`src/rtl/omr_sheet_loader.sv`:
```
// rtl/omr_sheet_loader.sv - OMR scanner row collector, key latch and student sheet presenter
//
// Purpose: collects one bubble row per beat into an answer word, sanitises each row
//    (one-hot kept, anything else zeroed and flagged), latches good key sheets and
//    presents student sheets downstream through a valid/ready handshake.
// Ports:
//    clk, reset           clock, synchronous active-high reset
//    row_valid/row_ready  scanner row handshake; row_data bubbles (bit0=A .. bit3=D)
//    row_first            row is question 0 of a new sheet
//    row_is_key           sheet is an answer key (sampled with row_first)
//    key_answers          held key word, key_valid set once a good key is loaded
//    key_err              1-cycle pulse when a key sheet has a blank/multi-mark row
//    sheet_answers        sanitised student word, sheet_invalid per-question flags
//    sheet_valid/ready    student sheet handshake to the grader
//    frame_err            1-cycle pulse on a row_first framing violation
//    sheet_count          accepted student sheets, saturating
module omr_sheet_loader #(
   parameter int NUM_Q = 10,
   parameter int CNT_W = 8
) (
   input  logic                 clk,
   input  logic                 reset,
   input  logic                 row_valid,
   output logic                 row_ready,
   input  logic [3:0]           row_data,
   input  logic                 row_first,
   input  logic                 row_is_key,
   output logic [4*NUM_Q-1:0]   key_answers,
   output logic                 key_valid,
   output logic                 key_err,
   output logic [4*NUM_Q-1:0]   sheet_answers,
   output logic [NUM_Q-1:0]     sheet_invalid,
   output logic                 sheet_valid,
   input  logic                 sheet_ready,
   output logic                 frame_err,
   output logic [CNT_W-1:0]     sheet_count
);

   localparam int IDX_W = (NUM_Q > 1) ? $clog2(NUM_Q) : 1;
   localparam logic [IDX_W-1:0] LAST_IDX = IDX_W'(NUM_Q - 1);

   localparam logic [1:0] S_IDLE    = 2'd0;
   localparam logic [1:0] S_COLLECT = 2'd1;
   localparam logic [1:0] S_PRESENT = 2'd2;

   logic [1:0]             state;
   logic [IDX_W-1:0]       idx;
   logic                   is_key;
   logic [4*NUM_Q-1:0]     acc_answers;
   logic [NUM_Q-1:0]       acc_invalid;

   logic                   beat;
   logic                   onehot;
   logic                   take;
   logic                   bad_frame;
   logic                   last;
   logic                   cur_key;
   logic [IDX_W-1:0]       pos;
   logic [4*NUM_Q-1:0]     next_answers;
   logic [NUM_Q-1:0]       next_invalid;

   assign row_ready = (state != S_PRESENT);

   always_comb begin
      beat      = row_valid && row_ready;
      onehot    = (row_data == 4'b0001) || (row_data == 4'b0010) ||
                  (row_data == 4'b0100) || (row_data == 4'b1000);
      // A row_first beat always restarts at question 0 with a clean accumulator,
      // so a partial sheet interrupted by a new sheet leaves nothing behind.
      pos       = row_first ? '0 : idx;
      cur_key   = row_first ? row_is_key : is_key;
      take      = beat && (row_first || (state == S_COLLECT));
      bad_frame = beat && (((state == S_IDLE) && !row_first) ||
                           ((state == S_COLLECT) && row_first));
      last      = (pos == LAST_IDX);
      next_answers = row_first ? '0 : acc_answers;
      next_invalid = row_first ? '0 : acc_invalid;
      for (int i = 0; i < NUM_Q; i++) begin
         if (IDX_W'(i) == pos) begin
            next_answers[4*i +: 4] = onehot ? row_data : 4'b0000;
            next_invalid[i]        = !onehot;
         end
      end
   end

   always_ff @(posedge clk) begin
      if (reset) begin
         state         <= S_IDLE;
         idx           <= '0;
         is_key        <= 1'b0;
         acc_answers   <= '0;
         acc_invalid   <= '0;
         key_answers   <= '0;
         key_valid     <= 1'b0;
         key_err       <= 1'b0;
         sheet_answers <= '0;
         sheet_invalid <= '0;
         sheet_valid   <= 1'b0;
         frame_err     <= 1'b0;
         sheet_count   <= '0;
      end else begin
         frame_err <= bad_frame;
         key_err   <= 1'b0;
         if (take) begin
            acc_answers <= next_answers;
            acc_invalid <= next_invalid;
            is_key      <= cur_key;
            if (last) begin
               idx <= '0;
               if (cur_key) begin
                  state <= S_IDLE;
                  if (|next_invalid) begin
                     key_err <= 1'b1;
                  end else begin
                     key_answers <= next_answers;
                     key_valid   <= 1'b1;
                  end
               end else begin
                  state         <= S_PRESENT;
                  sheet_answers <= next_answers;
                  sheet_invalid <= next_invalid;
                  sheet_valid   <= 1'b1;
               end
            end else begin
               idx   <= pos + IDX_W'(1);
               state <= S_COLLECT;
            end
         end
         if ((state == S_PRESENT) && sheet_ready) begin
            sheet_valid <= 1'b0;
            state       <= S_IDLE;
            if (sheet_count != {CNT_W{1'b1}}) begin
               sheet_count <= sheet_count + CNT_W'(1);
            end
         end
      end
   end

endmodule

```
`config.mk`:
```
export PLATFORM = sky130hd
export DESIGN_NAME = omr_sheet_loader
export DESIGN_NICKNAME = d
export VERILOG_FILES = /design/src/rtl/omr_sheet_loader.sv
export SDC_FILE = /design/constraint.sdc
export NUM_CORES = 1
export LEC_CHECK = 0
export CAP_MARGIN = 20
export CORE_ASPECT_RATIO = 0.7
export CORE_MARGIN = 8
export CORE_UTILIZATION = 35
export CTS_BUF_LIST = sky130_fd_sc_hd__clkbuf_4 sky130_fd_sc_hd__clkbuf_8 sky130_fd_sc_hd__clkbuf_16
export DETAILED_ROUTE_END_ITERATION = 10
export HOLD_SLACK_MARGIN = 0.15
export PLACE_DENSITY = 0.62
export SYNTH_ARGS = -nofsm -noshare
export SYNTH_HDL_FRONTEND = slang
export SYNTH_SLANG_ARGS = --single-unit
```
`constraint.sdc`:
```
create_clock -name clk -period 2.5 [get_ports clk]
set_input_delay 0.25 -clock clk [delete_from_list [all_inputs] [get_ports clk]]
set_output_delay 0.25 -clock clk [all_outputs]
set_load 0.01 [all_outputs]
```
==> impl_metrics.py, run 1 <==
metrics = {
    "run_status": {
        "status": "complete, no violations",
    },
    "worst_setup_path": {
        "ff2ff_setup_slack_ns": 0.12,
        "crit_fanout": 19,
        "end_kind": "flip-flop",
        "r2r_end": "key_answers[25]",
        "arrival_ns": 2.69,
        "cpLargestDelayFamily": "simple AND/OR/NAND/NOR gates",
        "crit_end": "key_answers[25]",
        "path_buf_inv": 2,
        "critPathLaunchType": "flip-flop",
        "criticalPathCategory": "flip-flop to flip-flop",
        "slowest_stage": "or4b_4",
        "required_ns": 2.81,
        "rr_worst_depth": 8,
        "max_stage_delay_ns": 0.55,
        "r2r-start": "idx[1]",
        "cp_cell_sequence": "or4b_4 > o21ai_1 > o2111ai_1 > nor4_2 > buf_4 > nand3_4 > buf_12 > mux2_4",
        "crit_cells": 8,
        "crit_path_start": "idx[1]",
    },
    "pwr": {
        "p_leak_nw": 3.35,
        "powerDensity_mw_per_mm2": 594,
        "vdd_drop_max_mv": 0.382,
        "power.total_w": 0.00553,
    },
    "final_layout": {
        "layout.area.seq_mm2": 0.00318,
        "drive_gt1_share_pct": 15.8,
        "synthToLayoutAreaGrowth_pct": 31.5,
        "multi_input_area_mm2": 0.00360,
        "fillCellCount": 1926,
        "fin_area_mm2": 0.00931,
        "diodes": 0,
        "nNetsFinal": 904,
    },
    "synth": {
        "synth_top_cell_by_area": "dfxtp_1",
        "ys_seq_elements": 159,
        "avgSynthCellArea_um2": 9.06,
        "synth_warnings": 0,
        "synth.area.top_cells": "dfxtp_1 45%, a211oi_1 8.8%, mux2_4 8.3%",
        "syn_inst": 782,
        "async_flop_share_pct": 0,
        "netlist_area_mm2": 0.00708,
        "synth_edf_count": 0,
        "synth.distinct_cells": 54,
        "yosysSeqAreaShare_pct": 44.9,
        "synthFlopType": "dfxtp_1",
        "syn-num-nets": 793,
        "netlist.area_leader.share_pct": 44.9,
    },
    "timing": {
        "rsz0062_at_grt": "false",
        "tightestPinTransition_ns": 0.603,
        "hold_viol": 0,
        "fin_ws_ns": 0.117,
        "finClkSkew_ns": 0.0108,
        "setup_viol": 0,
        "finalMaxSlewViolations": 0,
        "fin_crit_ns": 2.38,
        "relSlewSlack_pct": 59.4,
        "fmax_mhz": 420,
        "period_share_pct": 95.3,
    },
    "drt": {
        "first_pass_iters": 5,
        "finalWirelength_mm": 18.8,
        "drc": 0,
        "vias_per_cell": 4.99,
        "drt_iter0_drc": 330,
        "dr_total_vias": 5869,
        "routedWlPerCell_um": 15.9,
        "ant_nets": 0,
    },
    "placement": {
        "dpl_cell_area_mm2": 0.00872,
        "gp_congestion": 0.847,
        "place_ws_ns": -0.110,
        "hpwl_mm": 13.0,
        "io_buffer_count": 112,
    },
    "die": {
        "dieArea_mm2": 0.0251,
        "die_y_um": 135,
        "io_pins": 113,
        "start_util_pct": 35.8,
        "fp.dieW_um": 186,
        "core_mm2": 0.0198,
        "num_rows": 43,
    },
    "global_routing": {
        "grtUsageTotal_pct": 15.2,
        "grt_max_degree": 80,
        "grt_pass1_wl_mm": 30.5,
        "overflow": 0,
        "grt_antenna_before_repair": 0,
        "grt_pass1_vias": 5605,
    },
    "cts": {
        "cts_tree": "yes",
        "path_clk_slew_ns": 0.07,
        "numClockSinks": 159,
        "clock_latency_ns": 0.43,
        "postCtsSetupRepairBufs": 0,
        "cts_htree_levels": 4,
        "ctsHoldBuffers": 0,
        "clockBufferDepth": 2,
        "numCtsBuffers": 17,
        "clock-root-buffer": "clkbuf_16",
    },
    "worst_hold_path": {
        "min_path_type": "input port to flip-flop",
    },
    "job": {
        "maxCapViolations": 0,
    },
}
-- per-layer routing --
| metal | wire length (µm) | vias up | GRT usage [%] |
|---|---|---|---|
| li1 | - | 2977 | - |
| met1 | 9370 | 2742 | 21.2 |
| met2 | 7860 | 135 | 22.1 |
| met3 | 1310 | 15 | 4.51 |
| met4 | 211 | 0 | 4.27 |
| met5 | 0 | - | 0 |
-- through the flow --
| step | setup TNS [ns] | hold slack (ns) | utilization, % | cells |
|---|---|---|---|---|
| 6_report | 0 | 0.298 | 47.0 | 1176 |
| 5_1_grt | 0 | 0.320 | 47.0 | 1176 |
| 4_1_cts | 0 | 0.274 | 47.0 | 1176 |
| 3_5_place_dp | -3.44 | 0.444 | 44.1 | 1144 |
| 3_3_place_gp | -3.40 | 0.438 | 44.1 | 1144 |
| 2_1_floorplan | 0 | 0.394 | - | 782 |
-- worst min path at each step --
stage | cells after the start | startpoint | slack, ns | endpoint
final | 2 | reset | 0.30 | acc_invalid[7]
after global routing | 2 | reset | 0.32 | acc_invalid[6]
after CTS | 2 | reset | 0.27 | acc_invalid[6]
after detailed placement | 2 | key_valid | 0.44 | key_valid
after global placement | 2 | key_valid | 0.44 | key_valid
after floorplan | 2 | row_is_key | 0.39 | is_key
-- power breakdown --
group | total, W | switching, W | internal, W
clock network | 0.00251 | 0.00106 | 0.00145
registers | 0.00262 | 0.0000278 | 0.00259
logic | 0.000405 | 0.000251 | 0.000154
total | 0.00553 | 0.00134 | 0.00419
-- cell usage in the layout, fill, tap and decap left out, drive strengths merged, types with 4 or more instances in the layout --
master         count
nand4              4
nand3b            10
inv               13
a21oi             43
mux2i             13
nor2             157
clkinv             7
o31a               5
nand2             21
nor3b             26
xor2               6
o21ai             16
nand2b             7
a22oi              6
nor3               9
buf               53
dfxtp            159
clkbuf            20
a211oi            83
nor4b              4
or3                4
a21boi             5
a32oi              5
nor2b             45
mux2              42
nand3              4
clkdlybuf4s50    110
nor4               4
-- synthesized netlist by cell type, types with 2 or more instances --
library cell / number
a211oi_1: 83
a21boi_0: 5
a21oi_1: 43
a22oi_1: 6
a2bb2oi_1: 2
a32oi_1: 5
and3_1: 3
buf_1: 2
buf_2: 13
buf_6: 4
clkbuf_1: 52
dfxtp_1: 159
inv_1: 11
mux2_2: 2
mux2_4: 39
mux2i_1: 13
nand2_1: 21
nand2b_1: 7
nand3_1: 3
nand3b_1: 10
nand4_1: 4
nor2_1: 156
nor2b_1: 45
nor3_1: 7
nor3_2: 2
nor3b_1: 26
nor4_1: 2
nor4_2: 2
nor4b_1: 4
o21ai_0: 14
o21ai_1: 2
o221ai_1: 2
o31a_1: 5
or3_1: 3
xor2_1: 6
-- sequential cells by signal, summed over array words and instances (netlist names) --
signal         count
acc_answers       40
acc_invalid       10
frame_err          1
idx                4
is_key             1
key_answers       40
key_err            1
key_valid          1
sheet_answers     40
sheet_count        8
sheet_invalid     10
sheet_valid        1
state              2
-- area by class of cell --
cell class / instances / area share, %
Clock buffer: 20 / 5.01
Multi-Input combinational cell: 540 / 38.6
Timing Repair Buffer: 163 / 16.9
Tap cell: 270 / 3.63
Sequential cell: 159 / 34.2
Clock inverter: 12 / 1.20
Inverter: 12 / 0.484
-- kinds of logic (layout without fill, tap and decap cells) --
group,count (synthesis),count (layout),share of synthesized area (%)
buffers and inverters,83,207,5.05
and+or+nand+nor,302,302,21.6
adders and majority gates,1,1,0.177
AOI/OAI and AO/OA,175,175,16.8
DFF,159,159,44.9
muxes,55,55,10.6
xor gates and xnor gates,7,7,0.866
-- what timing repair did --
| item | 4_1_cts | 5_1_grt |
|---|---|---|
| setup endpoints to repair | 0 | 39 |
| hold endpoints to repair | 0 | 0 |
| resized for setup | 0 | 5 |
Power figures use the tool's default switching activity.
==> inputs of run 2 (changes only) <==
--- a/config.mk
+++ b/config.mk
@@ -8,11 +8,11 @@
 export CAP_MARGIN = 20
 export CORE_ASPECT_RATIO = 0.7
 export CORE_MARGIN = 8
-export CORE_UTILIZATION = 35
+export CORE_UTILIZATION = 40
 export CTS_BUF_LIST = sky130_fd_sc_hd__clkbuf_4 sky130_fd_sc_hd__clkbuf_8 sky130_fd_sc_hd__clkbuf_16
 export DETAILED_ROUTE_END_ITERATION = 10
 export HOLD_SLACK_MARGIN = 0.15
-export PLACE_DENSITY = 0.62
+export PLACE_DENSITY = 0.68
 export SYNTH_ARGS = -nofsm -noshare
 export SYNTH_HDL_FRONTEND = slang
 export SYNTH_SLANG_ARGS = --single-unit
==> constraint.sdc (replaced) <==
create_clock -name clk -period 2.5 [get_ports clk]
set_input_delay 0.5 -clock clk [delete_from_list [all_inputs] [get_ports clk]]
set_output_delay 0.5 -clock clk [all_outputs]
set_load 0.01 [all_outputs]
==> impl_metrics.py, run 2 (synthesized netlist as in run 1, its figures left out) <==
metrics = {
    "worst_hold_path": {
        "hp-start": "key_valid",
        "min_path_type": "flip-flop to flip-flop",
        "whs_path_depth": 2,
        "whs_endpoint": "key_valid",
    },
    "cts": {
        "numClockSinks": 159,
        "cts_tree": "yes",
        "path_clk_slew_ns": 0.06,
        "ctsHoldBuffers": 0,
        "postCtsSetupRepairBufs": 0,
        "cts_htree_levels": 4,
        "clock-root-buffer": "clkbuf_16",
        "clockBufferDepth": 2,
        "clock_latency_ns": 0.42,
        "numCtsBuffers": 17,
    },
    "worst_setup_path": {
        "crit_fanout": 14,
        "r2r_end": "key_answers[39]",
        "ff2ff_setup_slack_ns": 0.14,
        "criticalPathCategory": "input port to flip-flop",
        "end_kind": "flip-flop",
        "critPathLaunchType": "input port",
        "rr_worst_depth": 8,
        "r2r-start": "idx[1]",
        "arrival_ns": 2.67,
        "required_ns": 2.80,
    },
    "drt": {
        "routedWlPerCell_um": 16.2,
        "drt_iter0_drc": 362,
        "vias_per_cell": 5.14,
        "dr_total_vias": 5893,
        "ant_nets": 0,
        "finalWirelength_mm": 18.5,
        "drc": 0,
        "first_pass_iters": 4,
    },
    "timing": {
        "hold_viol": 0,
        "fin_crit_ns": 2.37,
        "tightestPinTransition_ns": 0.634,
        "period_share_pct": 94.7,
        "fin_setup_tns_ns": 0,
        "fmax_mhz": 422,
        "setup_viol": 0,
        "rsz0062_at_grt": "false",
        "finalMaxSlewViolations": 0,
        "finClkSkew_ns": 0.00933,
        "relSlewSlack_pct": 57.3,
    },
    "final_layout": {
        "fin_area_mm2": 0.00947,
        "synthToLayoutAreaGrowth_pct": 33.7,
        "diodes": 0,
        "final_common_cell": "dfxtp_1",
        "final_cell_mix": "159 x dfxtp_1, 155 x nor2_1, 109 x clkdlybuf4s50_1",
        "fillCellCount": 1569,
        "post-route-util_pct": 54.8,
        "top_regs": "acc_answers x40, key_answers x40, sheet_answers x40",
        "drive_gt1_share_pct": 16.5,
        "nNetsFinal": 914,
        "final_cells": 1146,
    },
    "global_routing": {
        "grt_max_degree": 77,
        "grt_use_met3_pct": 5.36,
        "top_usage_layer": "met2",
        "use_met1_pct": 22.6,
        "met2_usage_pct": 24.2,
        "grt_pass1_vias": 5625,
        "grt_pass1_wl_mm": 30.0,
        "overflow": 0,
        "grt_antenna_before_repair": 0,
        "grtUsageTotal_pct": 16.5,
    },
    "die": {
        "start_util_pct": 41.0,
        "die_y_um": 127,
        "num_rows": 40,
        "io_pins": 113,
        "fp.dieW_um": 175,
        "dieArea_mm2": 0.0223,
        "core_mm2": 0.0173,
    },
    "placement": {
        "io_buffer_count": 112,
        "hpwl_mm": 12.7,
        "dpl_cell_area_mm2": 0.00881,
        "placed_cells": 1115,
        "gp_congestion": 0.870,
    },
    "pwr": {
        "vdd_drop_max_mv": 0.416,
        "powerDensity_mw_per_mm2": 621,
        "p_leak_nw": 3.47,
    },
    "run_status": {
        "status": "complete, no violations",
    },
    "job": {
        "maxCapViolations": 0,
    },
}
run 2: report_power, final:
group / switching, W / total, W / internal, W
clock: 0.000994 / 0.00284 / 0.00184
sequential: 0.0000280 / 0.00262 / 0.00259
combinational: 0.000255 / 0.000423 / 0.000169
total: 0.00128 / 0.00588 / 0.00460
run 2: layout make-up:
type / instances / area (µm²) / share of cell area [%]
tap: 231 / 289 / 3.05
sequential: 159 / 3180 / 33.6
multi-input combinational: 540 / 3600 / 38.0
timing repair buffer: 173 / 1700 / 18.0
clock inverter: 5 / 125 / 1.32
inverter: 12 / 45.0 / 0.476
clock buffer: 26 / 524 / 5.54
run 2: worst max-delay path: stages:
cell and delay (ns):
clkdlybuf4s50_1 0.49, inv_2 0.06, nor4_4 0.28, and4b_1 0.26
nor4_2 0.27, buf_4 0.16, nand3_4 0.12, buf_12 0.19
mux2_1 0.32
run 2: worst max-delay path by stage:
stage | from | endpoint | slack, ns
after CTS | idx[1] | key_answers[39] | 0.09
final | row_data[0] | key_answers[39] | 0.13
after global placement | row_data[3] | key_answers[18] | -0.31
after global routing | idx[1] | key_answers[39] | 0.003
after floorplan | row_first | key_answers[0] | 0.06
after detailed placement | row_data[3] | key_answers[39] | -0.33
run 2: metrics by stage:
step           hold WS (ns)  power (W)  worst slack, ns
2_1_floorplan         0.447    0.00293           0.0608
3_3_place_gp          0.456    0.00308           -0.305
3_5_place_dp          0.463    0.00309           -0.334
4_1_cts               0.472    0.00594           0.0906
5_1_grt               0.499    0.00610          0.00277
6_report              0.465    0.00588            0.133
run 2: repair_timing:
action / CTS / global route
hold endpoints to repair: 0 / 0
endpoints found under the setup margin: 0 / 16
gates resized for setup: 0 / 2
run 2: per-layer routing:
metal  wire (µm)  vias to the layer above
li1            -                     2989
met1        9380                     2766
met2        7970                      123
met3         979                       15
met4         195                        0
met5           0                        -
==> inputs of run 3 (changes only) <==
--- a/config.mk
+++ b/config.mk
@@ -12,7 +12,7 @@
 export CTS_BUF_LIST = sky130_fd_sc_hd__clkbuf_4 sky130_fd_sc_hd__clkbuf_8 sky130_fd_sc_hd__clkbuf_16
 export DETAILED_ROUTE_END_ITERATION = 10
 export HOLD_SLACK_MARGIN = 0.15
-export PLACE_DENSITY = 0.68
+export PLACE_DENSITY = 0.65
 export SYNTH_ARGS = -nofsm -noshare
 export SYNTH_HDL_FRONTEND = slang
 export SYNTH_SLANG_ARGS = --single-unit
==> impl_metrics.py, run 3 (synthesized netlist as in run 1, its figures left out) <==
metrics = {
    "cts": {
        "numCtsBuffers": 17,
        "numClockSinks": 159,
        "path_clk_slew_ns": 0.06,
        "cts_tree": "yes",
        "postCtsSetupRepairBufs": 0,
        "clock-root-buffer": "clkbuf_16",
        "cts_htree_levels": 4,
        "clockBufferDepth": 2,
        "clock_latency_ns": 0.43,
    },
    "global_routing": {
        "grt_pass1_vias": 5768,
        "grt_pass1_wl_mm": 30.5,
        "grtUsageTotal_pct": 16.9,
        "grt_max_degree": 65,
        "overflow": 0,
        "grt_antenna_before_repair": 0,
    },
    "worst_setup_path": {
        "max_stage_delay_ns": 0.49,
        "crit_fanout": 21,
        "path_buf_inv": 4,
        "arrival_ns": 2.71,
        "cp_cell_sequence": "clkdlybuf4s50_1 > inv_2 > nor4_4 > and4b_1 > nor4_2 > buf_4 > nand3_4 > buf_12 > mux2_4",
        "end_kind": "flip-flop",
        "slowest_stage": "clkdlybuf4s50_1",
        "required_ns": 2.82,
        "criticalPathCategory": "input port to flip-flop",
        "critPathLaunchType": "input port",
        "cpLargestDelayFamily": "simple AND/OR/NAND/NOR gates",
    },
    "timing": {
        "finalMaxSlewViolations": 0,
        "setup_viol": 0,
        "fin_crit_ns": 2.39,
        "hold_viol": 0,
        "period_share_pct": 95.4,
        "tightestPinTransition_ns": 0.540,
        "relSlewSlack_pct": 63.6,
        "fmax_mhz": 419,
        "finClkSkew_ns": 0.00908,
        "rsz0062_at_grt": "false",
    },
    "drt": {
        "finalWirelength_mm": 18.5,
        "first_pass_iters": 4,
        "ant_nets": 0,
        "vias_per_cell": 5.12,
        "dr_total_vias": 5887,
        "routedWlPerCell_um": 16.1,
        "drt_iter0_drc": 307,
        "drc": 0,
    },
    "pwr": {
        "vdd_drop_max_mv": 0.363,
        "p_leak_nw": 3.47,
        "powerDensity_mw_per_mm2": 608,
    },
    "die": {
        "core_mm2": 0.0173,
        "dieArea_mm2": 0.0223,
        "start_util_pct": 41.0,
        "fp.dieW_um": 175,
        "die_y_um": 127,
        "io_pins": 113,
        "num_rows": 40,
    },
    "final_layout": {
        "final_cell_mix": "158 x dfxtp_1, 155 x nor2_1, 109 x clkdlybuf4s50_1",
        "fin_area_mm2": 0.00949,
        "nNetsFinal": 917,
        "drive_gt1_share_pct": 17.2,
        "diodes": 0,
        "synthToLayoutAreaGrowth_pct": 34.0,
        "top_regs": "acc_answers x40, key_answers x40, sheet_answers x40",
        "post-route-util_pct": 54.9,
        "final_common_cell": "dfxtp_1",
    },
    "run_status": {
        "status": "complete, no violations",
    },
    "worst_hold_path": {
        "min_path_type": "flip-flop to flip-flop",
    },
    "placement": {
        "gp_congestion": 0.865,
        "hpwl_mm": 12.5,
        "io_buffer_count": 112,
        "dpl_cell_area_mm2": 0.00885,
    },
    "job": {
        "maxCapViolations": 0,
    },
}
## run 3: changes by cell type in the layout (fill, tap and decap cells not counted), sizes merged
cell / before / now
clkinv: 1 / 6
clkinvlp: 0 / 1
buf: 63 / 66
clkbuf: 26 / 21
## run 3: power breakdown
group          switching (W)  leakage [nW]  internal (W)
Sequential         0.0000268          1.29       0.00259
Clock                0.00102         0.308       0.00171
Combinational       0.000256          1.88      0.000173
## run 3: cell type report
class	count	area [µm²]
repair buffers	176	1740
multi-input cells	540	3610
inverters	12	45.0
clock buffers	21	455
well taps	231	289
clock inverters	11	165
flip-flops and latches	159	3180
fillers	1561	7780
## run 3: timing repair
item,4_1_cts,5_1_grt
setup endpoints to repair,0,40
hold buffers,0,0
resized for setup,0,5
## run 3: final timing paths
check	to	slack (ns)	start	cells after the start
worst max-delay path	key_answers[7]	0.11	row_data[0]	9
worst min-delay path	key_valid	0.45	key_valid	2
worst max register to register	key_answers[7]	0.12	idx[1]	8
worst min register to register	key_valid	0.45	key_valid	2
## run 3: layer usage
| layer | wire length (µm) | track usage, % | share of wire, % | up-vias |
|---|---|---|---|---|
| met1 | 9400 | 23.1 | 51 | 2743 |
| met3 | 1230 | 5.33 | 6.6 | 11 |
| met4 | 150 | 5.67 | 0.81 | 0 |
| li1 | - | - | - | 2991 |
| met5 | 0 | 0 | 0 | - |
| met2 | 7720 | 24.6 | 42 | 142 |
## run 3: metrics by stage
| stage | cells | setup TNS [ns] | setup WS, ns | hold slack [ns] | power [W] |
|---|---|---|---|---|---|
| 3_5_place_dp | 1118 | -14.39 | -0.373 | 0.445 | 0.00310 |
| 4_1_cts | 1150 | 0 | 0.0153 | 0.458 | 0.00583 |
| 2_1_floorplan | 782 | 0 | 0.0608 | 0.447 | 0.00293 |
| 5_1_grt | 1150 | 0 | 0.0347 | 0.481 | 0.00600 |
| 6_report | 1150 | 0 | 0.114 | 0.454 | 0.00577 |
| 3_3_place_gp | 1118 | -13.61 | -0.353 | 0.438 | 0.00309 |
## run 3: tightest hold or removal path: stages (launching register included)
cell and delay (ns):
dfxtp_1 0.31, inv_1 0.05, a21oi_1 0.05
